### src/rtl/logo_column_driver_if.sv
// Bundle between the logo column sequencer, its bitmap ROM and the LED shift chain.
// The master side is the sequencer; the slave side is the ROM plus the LED chain.
interface logo_column_driver_if #(
  parameter int unsigned IDX_W = 10,
  parameter int unsigned ROWS  = 38
);
  logic             enable;
  logic [IDX_W-1:0] col_idx;
  logic [ROWS-1:0]  col_data;
  logic             sr_data;
  logic             sr_clk;
  logic             sr_latch;
  logic             frame_start;
  logic             busy;
  logic             overrun;

  modport master (
    input  enable, col_data,
    output col_idx, sr_data, sr_clk, sr_latch, frame_start, busy, overrun
  );

  modport slave (
    output enable, col_data,
    input  col_idx, sr_data, sr_clk, sr_latch, frame_start, busy, overrun
  );
endinterface

### src/rtl/logo_column_driver.sv
// Steps the logo ROM column index, shifts each 38-bit column word MSB first into a
// 595-style LED chain and latches it. Define LOGO_SCROLL_EN to scroll one column per frame.
module logo_column_driver #(
  parameter int unsigned COLS       = 251,
  parameter int unsigned ROWS       = 38,
  parameter int unsigned IDX_W      = 10,
  parameter int unsigned COL_PERIOD = 50000,
  parameter int unsigned SCLK_DIV   = 4
) (
  input  logic                 clk,
  input  logic                 rst_n,
  logo_column_driver_if.master bus
);
  localparam int unsigned CNT_W = $clog2(COL_PERIOD + 1);
  localparam int unsigned DIV_W = $clog2(SCLK_DIV + 2);
  localparam int unsigned BIT_W = $clog2(ROWS + 1);

  localparam logic [CNT_W-1:0] CNT_LAST = CNT_W'(COL_PERIOD - 1);
  localparam logic [DIV_W-1:0] DIV_LAST = DIV_W'(SCLK_DIV - 1);
  localparam logic [BIT_W-1:0] BIT_LAST = BIT_W'(ROWS - 1);
  localparam logic [IDX_W-1:0] COL_LAST = IDX_W'(COLS - 1);

  typedef enum logic [2:0] {IDLE, SETTLE, SHIFT, LATCH, WAIT} state_e;

  state_e           state_q, state_d;
  logic [CNT_W-1:0] cnt_q, cnt_d;
  logic [DIV_W-1:0] div_q, div_d;
  logic [BIT_W-1:0] bit_q, bit_d;
  logic [ROWS-1:0]  sh_q, sh_d;
  logic [IDX_W-1:0] col_q, col_d;
  logic [IDX_W-1:0] off_q, off_d;
  logic             sr_data_q, sr_data_d;
  logic             sr_clk_q, sr_clk_d;
  logic             sr_latch_q, sr_latch_d;
  logic             frame_q, frame_d;
  logic             overrun_q, overrun_d;
  logic             period_end;

  assign period_end = (cnt_q == CNT_LAST);

  always_comb begin
    state_d    = state_q;
    div_d      = div_q;
    bit_d      = bit_q;
    sh_d       = sh_q;
    col_d      = col_q;
    off_d      = off_q;
    sr_data_d  = sr_data_q;
    sr_clk_d   = sr_clk_q;
    sr_latch_d = sr_latch_q;
    frame_d    = 1'b0;
    overrun_d  = overrun_q;
    // Saturating at the last count lets an overrunning column leave WAIT on its first cycle.
    cnt_d      = period_end ? cnt_q : cnt_q + 1'b1;

    if ((state_q == SETTLE || state_q == SHIFT || state_q == LATCH) && period_end)
      overrun_d = 1'b1;

    case (state_q)
      IDLE: begin
        cnt_d = '0;
        if (bus.enable) begin
          state_d = SETTLE;
          div_d   = '0;
          frame_d = (col_q == '0);
        end
      end
      SETTLE: begin
        if (div_q == '0) begin
          div_d = DIV_W'(1);
        end else begin
          sh_d      = bus.col_data;
          sr_data_d = bus.col_data[ROWS-1];
          sr_clk_d  = 1'b0;
          div_d     = '0;
          bit_d     = '0;
          state_d   = SHIFT;
        end
      end
      SHIFT: begin
        div_d = div_q + 1'b1;
        if (div_q == DIV_LAST) begin
          div_d = '0;
          if (!sr_clk_q) begin
            sr_clk_d = 1'b1;
          end else begin
            sr_clk_d = 1'b0;
            if (bit_q == BIT_LAST) begin
              sr_latch_d = 1'b1;
              state_d    = LATCH;
            end else begin
              bit_d     = bit_q + 1'b1;
              sh_d      = sh_q << 1;
              sr_data_d = sh_q[ROWS-2];
            end
          end
        end
      end
      LATCH: begin
        div_d = div_q + 1'b1;
        if (div_q == DIV_LAST) begin
          div_d      = '0;
          sr_latch_d = 1'b0;
          state_d    = WAIT;
          col_d      = (col_q == COL_LAST) ? '0 : col_q + 1'b1;
`ifdef LOGO_SCROLL_EN
          if (col_q == COL_LAST)
            off_d = (off_q == COL_LAST) ? '0 : off_q + 1'b1;
`endif
        end
      end
      WAIT: begin
        if (period_end) begin
          cnt_d = '0;
          if (bus.enable) begin
            state_d = SETTLE;
            div_d   = '0;
            frame_d = (col_q == '0);
          end else begin
            state_d = IDLE;
          end
        end
      end
      default: state_d = IDLE;
    endcase
  end

  always_ff @(posedge clk) begin
    if (!rst_n) begin
      state_q    <= IDLE;
      cnt_q      <= '0;
      div_q      <= '0;
      bit_q      <= '0;
      sh_q       <= '0;
      col_q      <= '0;
      off_q      <= '0;
      sr_data_q  <= 1'b0;
      sr_clk_q   <= 1'b0;
      sr_latch_q <= 1'b0;
      frame_q    <= 1'b0;
      overrun_q  <= 1'b0;
    end else begin
      state_q    <= state_d;
      cnt_q      <= cnt_d;
      div_q      <= div_d;
      bit_q      <= bit_d;
      sh_q       <= sh_d;
      col_q      <= col_d;
      off_q      <= off_d;
      sr_data_q  <= sr_data_d;
      sr_clk_q   <= sr_clk_d;
      sr_latch_q <= sr_latch_d;
      frame_q    <= frame_d;
      overrun_q  <= overrun_d;
    end
  end

`ifdef LOGO_SCROLL_EN
  localparam logic [IDX_W:0] COLS_X = (IDX_W + 1)'(COLS);
  logic [IDX_W:0] idx_sum;
  logic [IDX_W:0] idx_mod;

  assign idx_sum     = {1'b0, col_q} + {1'b0, off_q};
  assign idx_mod     = (idx_sum >= COLS_X) ? idx_sum - COLS_X : idx_sum;
  assign bus.col_idx = idx_mod[IDX_W-1:0];
`else
  logic unused_off;

  assign unused_off  = ^off_q;
  assign bus.col_idx = col_q;
`endif

  assign bus.sr_data     = sr_data_q;
  assign bus.sr_clk      = sr_clk_q;
  assign bus.sr_latch    = sr_latch_q;
  assign bus.frame_start = frame_q;
  assign bus.busy        = (state_q != IDLE);
  assign bus.overrun     = overrun_q;
endmodule
### src/flat_wrapper.sv
// flat-port wrapper written by rule: the top's interface ports become plain ports
module logo_column_driver_flat 
#(
  parameter int unsigned COLS       = 251,
  parameter int unsigned ROWS       = 38,
  parameter int unsigned IDX_W      = 10,
  parameter int unsigned COL_PERIOD = 50000,
  parameter int unsigned SCLK_DIV   = 4
)
  (clk, rst_n, bus_enable, bus_col_data, bus_col_idx, bus_sr_data, bus_sr_clk, bus_sr_latch, bus_frame_start, bus_busy, bus_overrun);
  logo_column_driver_if #(.IDX_W(IDX_W), .ROWS(ROWS)) bus_i ();
  input  logic clk;
  input  logic rst_n;
  input wire logic [$bits(bus_i.enable)-1:0] bus_enable;
  input wire logic [$bits(bus_i.col_data)-1:0] bus_col_data;
  output wire logic [$bits(bus_i.col_idx)-1:0] bus_col_idx;
  output wire logic [$bits(bus_i.sr_data)-1:0] bus_sr_data;
  output wire logic [$bits(bus_i.sr_clk)-1:0] bus_sr_clk;
  output wire logic [$bits(bus_i.sr_latch)-1:0] bus_sr_latch;
  output wire logic [$bits(bus_i.frame_start)-1:0] bus_frame_start;
  output wire logic [$bits(bus_i.busy)-1:0] bus_busy;
  output wire logic [$bits(bus_i.overrun)-1:0] bus_overrun;
  assign bus_i.enable = bus_enable;
  assign bus_i.col_data = bus_col_data;
  assign bus_col_idx = bus_i.col_idx;
  assign bus_sr_data = bus_i.sr_data;
  assign bus_sr_clk = bus_i.sr_clk;
  assign bus_sr_latch = bus_i.sr_latch;
  assign bus_frame_start = bus_i.frame_start;
  assign bus_busy = bus_i.busy;
  assign bus_overrun = bus_i.overrun;
  logo_column_driver #(.COLS(COLS), .ROWS(ROWS), .IDX_W(IDX_W), .COL_PERIOD(COL_PERIOD), .SCLK_DIV(SCLK_DIV)) u_core (.clk(clk), .rst_n(rst_n), .bus(bus_i));
endmodule
### config.mk
export PLATFORM = sky130hd
export DESIGN_NAME = logo_column_driver_flat
export DESIGN_NICKNAME = d
export VERILOG_FILES = /design/src/rtl/logo_column_driver_if.sv /design/src/rtl/logo_column_driver.sv /design/src/flat_wrapper.sv
export SDC_FILE = /design/constraint.sdc
export NUM_CORES = 1
export LEC_CHECK = 0
export BUFFER_PORTS_ARGS = -buffer_cell sky130_fd_sc_hd__clkbuf_2
export CAP_MARGIN = 10
export CORE_ASPECT_RATIO = 1.5
export CORE_MARGIN = 10
export CORE_UTILIZATION = 50
export CTS_CLUSTER_DIAMETER = 200
export DETAILED_ROUTE_END_ITERATION = 8
export PLACE_DENSITY = 0.71
export SYNTH_ARGS = -nofsm -noshare
export SYNTH_HDL_FRONTEND = slang
export SYNTH_SLANG_ARGS = --single-unit
### constraint.sdc
create_clock -name clk -period 5.6 [get_ports clk]
set_input_delay 1.12 -clock clk [delete_from_list [all_inputs] [get_ports clk]]
set_output_delay 1.12 -clock clk [all_outputs]
set_load 0.05 [all_outputs]
==> metrics.txt <==
# TYPE chip_impl_metric gauge
chip_impl_info{name="mostFrequentLayoutCell",value="dfxtp_1"} 1
chip_impl_metric{name="postCtsSetupBuffers",unit=""} 0
chip_impl_metric{name="drt_wl_total",unit="mm"} 9.57
chip_impl_metric{name="synth_seq_cells",unit=""} 80
chip_impl_metric{name="cts_hold_buf",unit=""} 0
chip_impl_metric{name="groute.usage.overall",unit="%"} 16.0
chip_impl_metric{name="n_antenna_cell",unit=""} 0
chip_impl_metric{name="max_freq",unit="MHz"} 333
chip_impl_metric{name="drv_cap",unit=""} 0
chip_impl_metric{name="overflow",unit=""} 0
chip_impl_info{name="worstHoldPathType",value="reg -> reg"} 1
chip_impl_metric{name="start_util",unit="%"} 51.6
chip_impl_metric{name="power.density_cell_area",unit="mW/mm^2"} 432
chip_impl_metric{name="critPathRequiredTime",unit="ns"} 4.48
chip_impl_metric{name="dp_hpwl",unit="mm"} 6.50
chip_impl_info{name="mostFrequentLayoutCells",value="dfxtp_1 (80), nand2_1 (59), clkbuf_2 (56)"} 1
chip_impl_info{name="synth-main-ff-cell",value="dfxtp_1"} 1
chip_impl_metric{name="grt_antenna_before_repair",unit=""} 0
chip_impl_metric{name="clock_latency",unit="ns"} 0.34
chip_impl_metric{name="area_delta_synth_final",unit="%"} 13.6
chip_impl_metric{name="grt_pass1_vias",unit=""} 3534
chip_impl_metric{name="max_transition_margin",unit="%"} 28.7
chip_impl_info{name="cts_tree",value="done"} 1
chip_impl_metric{name="setup_viol",unit=""} 0
chip_impl_info{name="run_status",value="complete, no violations"} 1
chip_impl_metric{name="drv_slew",unit=""} 0
chip_impl_metric{name="yosysSeqAreaShare",unit="%"} 38.5
chip_impl_metric{name="floorplan.core_area",unit="sq mm"} 0.00806
chip_impl_metric{name="tightestPinTransition",unit="ns"} 1.07
chip_impl_metric{name="die_width",unit="microns"} 94.5
chip_impl_metric{name="post_synthesis_cells",unit=""} 442
chip_impl_metric{name="dieArea",unit="sq mm"} 0.0124
chip_impl_metric{name="h-tree-depth",unit=""} 3
chip_impl_metric{name="fin_setup_tns",unit="ns"} 0
chip_impl_info{name="cp_cell_sequence",value="nor2_1 -> nand2_1 -> clkbuf_2"} 1
chip_impl_info{name="start_kind",value="flip-flop"} 1
chip_impl_metric{name="placementRows",unit=""} 40
chip_impl_metric{name="clk_pin_slew_worst_paths",unit="ns"} 0.06
chip_impl_info{name="timing_worst_setup_path_type",value="reg -> out"} 1
chip_impl_metric{name="cts_max_path_buffers",unit=""} 2
chip_impl_metric{name="leakagePower",unit="nW"} 1.79
chip_impl_info{name="cts-root-buf",value="clkbuf_16"} 1
chip_impl_metric{name="final.period_utilization",unit="%"} 53.6
chip_impl_metric{name="hold_viol_final",unit=""} 0
chip_impl_metric{name="cpPeakStageDelay",unit="ns"} 0.74
chip_impl_info{name="crit_path_end_kind",value="output pin"} 1
chip_impl_metric{name="synth_cell_types",unit=""} 59
chip_impl_metric{name="numPortBuffers",unit=""} 56
chip_impl_metric{name="first_pass_iters",unit=""} 4
chip_impl_metric{name="via_count",unit=""} 3446
chip_impl_metric{name="detail_route.drc_violations",unit=""} 0
chip_impl_metric{name="finish.net_count",unit=""} 534
chip_impl_metric{name="hold_slack",unit="ns"} 0.461
chip_impl_metric{name="die_height",unit="microns"} 132
chip_impl_metric{name="final_util",unit="%"} 58.7
chip_impl_metric{name="synthesis.nets",unit=""} 492
chip_impl_metric{name="syn_area_per_cell",unit="sq um"} 9.42
chip_impl_metric{name="io_pins",unit=""} 57
chip_impl_metric{name="clock_buffer_count_from_cts",unit=""} 9
chip_impl_metric{name="ys_warn_count",unit=""} 0
chip_impl_metric{name="power.ir.vdd_worst",unit="mV"} 0.183
chip_impl_metric{name="netlist_area",unit="sq mm"} 0.00416
chip_impl_info{name="rsz0062_at_grt",value="no"} 1
chip_impl_metric{name="clock_sinks",unit=""} 80
chip_impl_metric{name="crit_path_max_fanout",unit=""} 19
chip_impl_metric{name="finalWeightedCongestion",unit=""} 0.832
chip_impl_metric{name="critical_path_arrival",unit="ns"} 1.88
chip_impl_metric{name="postCtsResizedCells",unit=""} 0
chip_impl_metric{name="detail-route-antenna-nets",unit=""} 0
chip_impl_metric{name="via_per_inst",unit=""} 5.80
chip_impl_metric{name="initialDrtViolationCount",unit=""} 186
chip_impl_metric{name="final_worst_path_period_need",unit="ns"} 3.00
chip_impl_metric{name="drive_above_1_share",unit="%"} 24.5
chip_impl_metric{name="synth_enable_flop_cells",unit=""} 0
chip_impl_metric{name="grt_max_degree",unit=""} 50
chip_impl_metric{name="clock_skew",unit="ns"} 0.00581
chip_impl_info{name="critical-path-slowest-cell",value="dfxtp_1"} 1
chip_impl_metric{name="postSynth.asyncResetShare",unit="%"} 0
chip_impl_metric{name="global_route_wire_length_before_repair",unit="mm"} 16.6
chip_impl_metric{name="routed_length_per_instance",unit="microns"} 16.1
## cell usage after synthesis (all sizes together) (8+ instances only)
cell type	n	area, sq um
nor2	32	123
nand4	8	50.1
dfxtp	80	1600
o21ai	10	53.8
mux2i	41	410
nand3	18	95.1
nor4	8	50.1
xnor2	19	166
a21oi	16	91.3
buf	22	159
nand2b	8	50.1
nor3	9	45.0
o221a	37	417
inv	14	52.6
nand2	59	221
ha	9	113
## power by group
group          switching [mW]  internal, mW  total (mW)  leakage [nW]
Sequential              0.102         0.710       0.811         0.652
Combinational           0.373         0.255       0.628         0.993
Clock                   0.233         0.368       0.600         0.148
## worst max-delay path: cells and delay by family (launching register included)
kind / cells / cell delay (ns)
simple gates: 2 / 0.49
buf+inv: 1 / 0.31
flops: 1 / 0.74
## final cells by class
cell class,instances,area [sq um]
Clock inverter,5,55.1
Fill cell,730,3330
Multi-Input combinational cell,319,2330
Timing Repair Buffer,59,303
Sequential cell,80,1600
Tap cell,105,131
Clock buffer,11,253
Inverter,15,56.3
## final timing paths
check	startpoint	to	slack [ns]	cells past startpoint
max	u_core.state_q[0]	bus_busy	2.60	3
min	u_core.sh_q[0]	u_core.sh_q[0]	0.46	2
max reg2reg	u_core.state_q[1]	u_core.sh_q[7]	2.92	4
min reg2reg	u_core.sh_q[0]	u_core.sh_q[0]	0.46	2
## routing by layer
metal | track usage, % | routed length (microns) | up-vias
met5 | 0 | 0 | -
met4 | 6.01 | 161 | 0
met3 | 5.19 | 491 | 12
met2 | 26.6 | 4810 | 63
met1 | 18.4 | 4110 | 1661
li1 | - | - | 1710
## cell families (layout without fill, tap and decap cells)
kind of cell | after synthesis | in the layout | synth area share (%)
and+or+nand+nor | 163 | 163 | 20.3
xor gates and xnor gates | 20 | 20 | 4.21
DFF | 80 | 80 | 38.5
AOI/OAI and AO/OA | 86 | 86 | 18.8
adders and majority gates | 9 | 9 | 2.71
buffers and inverters | 43 | 90 | 5.71
muxes | 41 | 41 | 9.86
## flip-flops by register name (all words and copies together), names as in the netlist
| signal | cells |
|---|---|
| u_core.div_q | 3 |
| u_core.bus.sr_data | 1 |
| u_core.bus.sr_latch | 1 |
| u_core.bus.overrun | 1 |
| u_core.bus.frame_start | 1 |
| u_core.bus.col_idx | 10 |
| u_core.sh_q | 37 |
| u_core.bus.sr_clk | 1 |
| u_core.cnt_q | 16 |
| u_core.state_q | 3 |
| u_core.bit_q | 6 |
## stage by stage
stage / power [mW] / worst slack (ns) / cell area, sq um / cells
3_5_place_dp: 1.45 / 2.75 / 4420 / 578
5_1_grt: 2.18 / 2.47 / 4730 / 594
3_3_place_gp: 1.43 / 2.80 / 4420 / 578
6_report: 2.04 / 2.60 / 4730 / 594
4_1_cts: 2.06 / 2.62 / 4730 / 594
2_1_floorplan: 1.37 / 3.16 / 4160 / 442
Power figures use the tool's default switching activity.
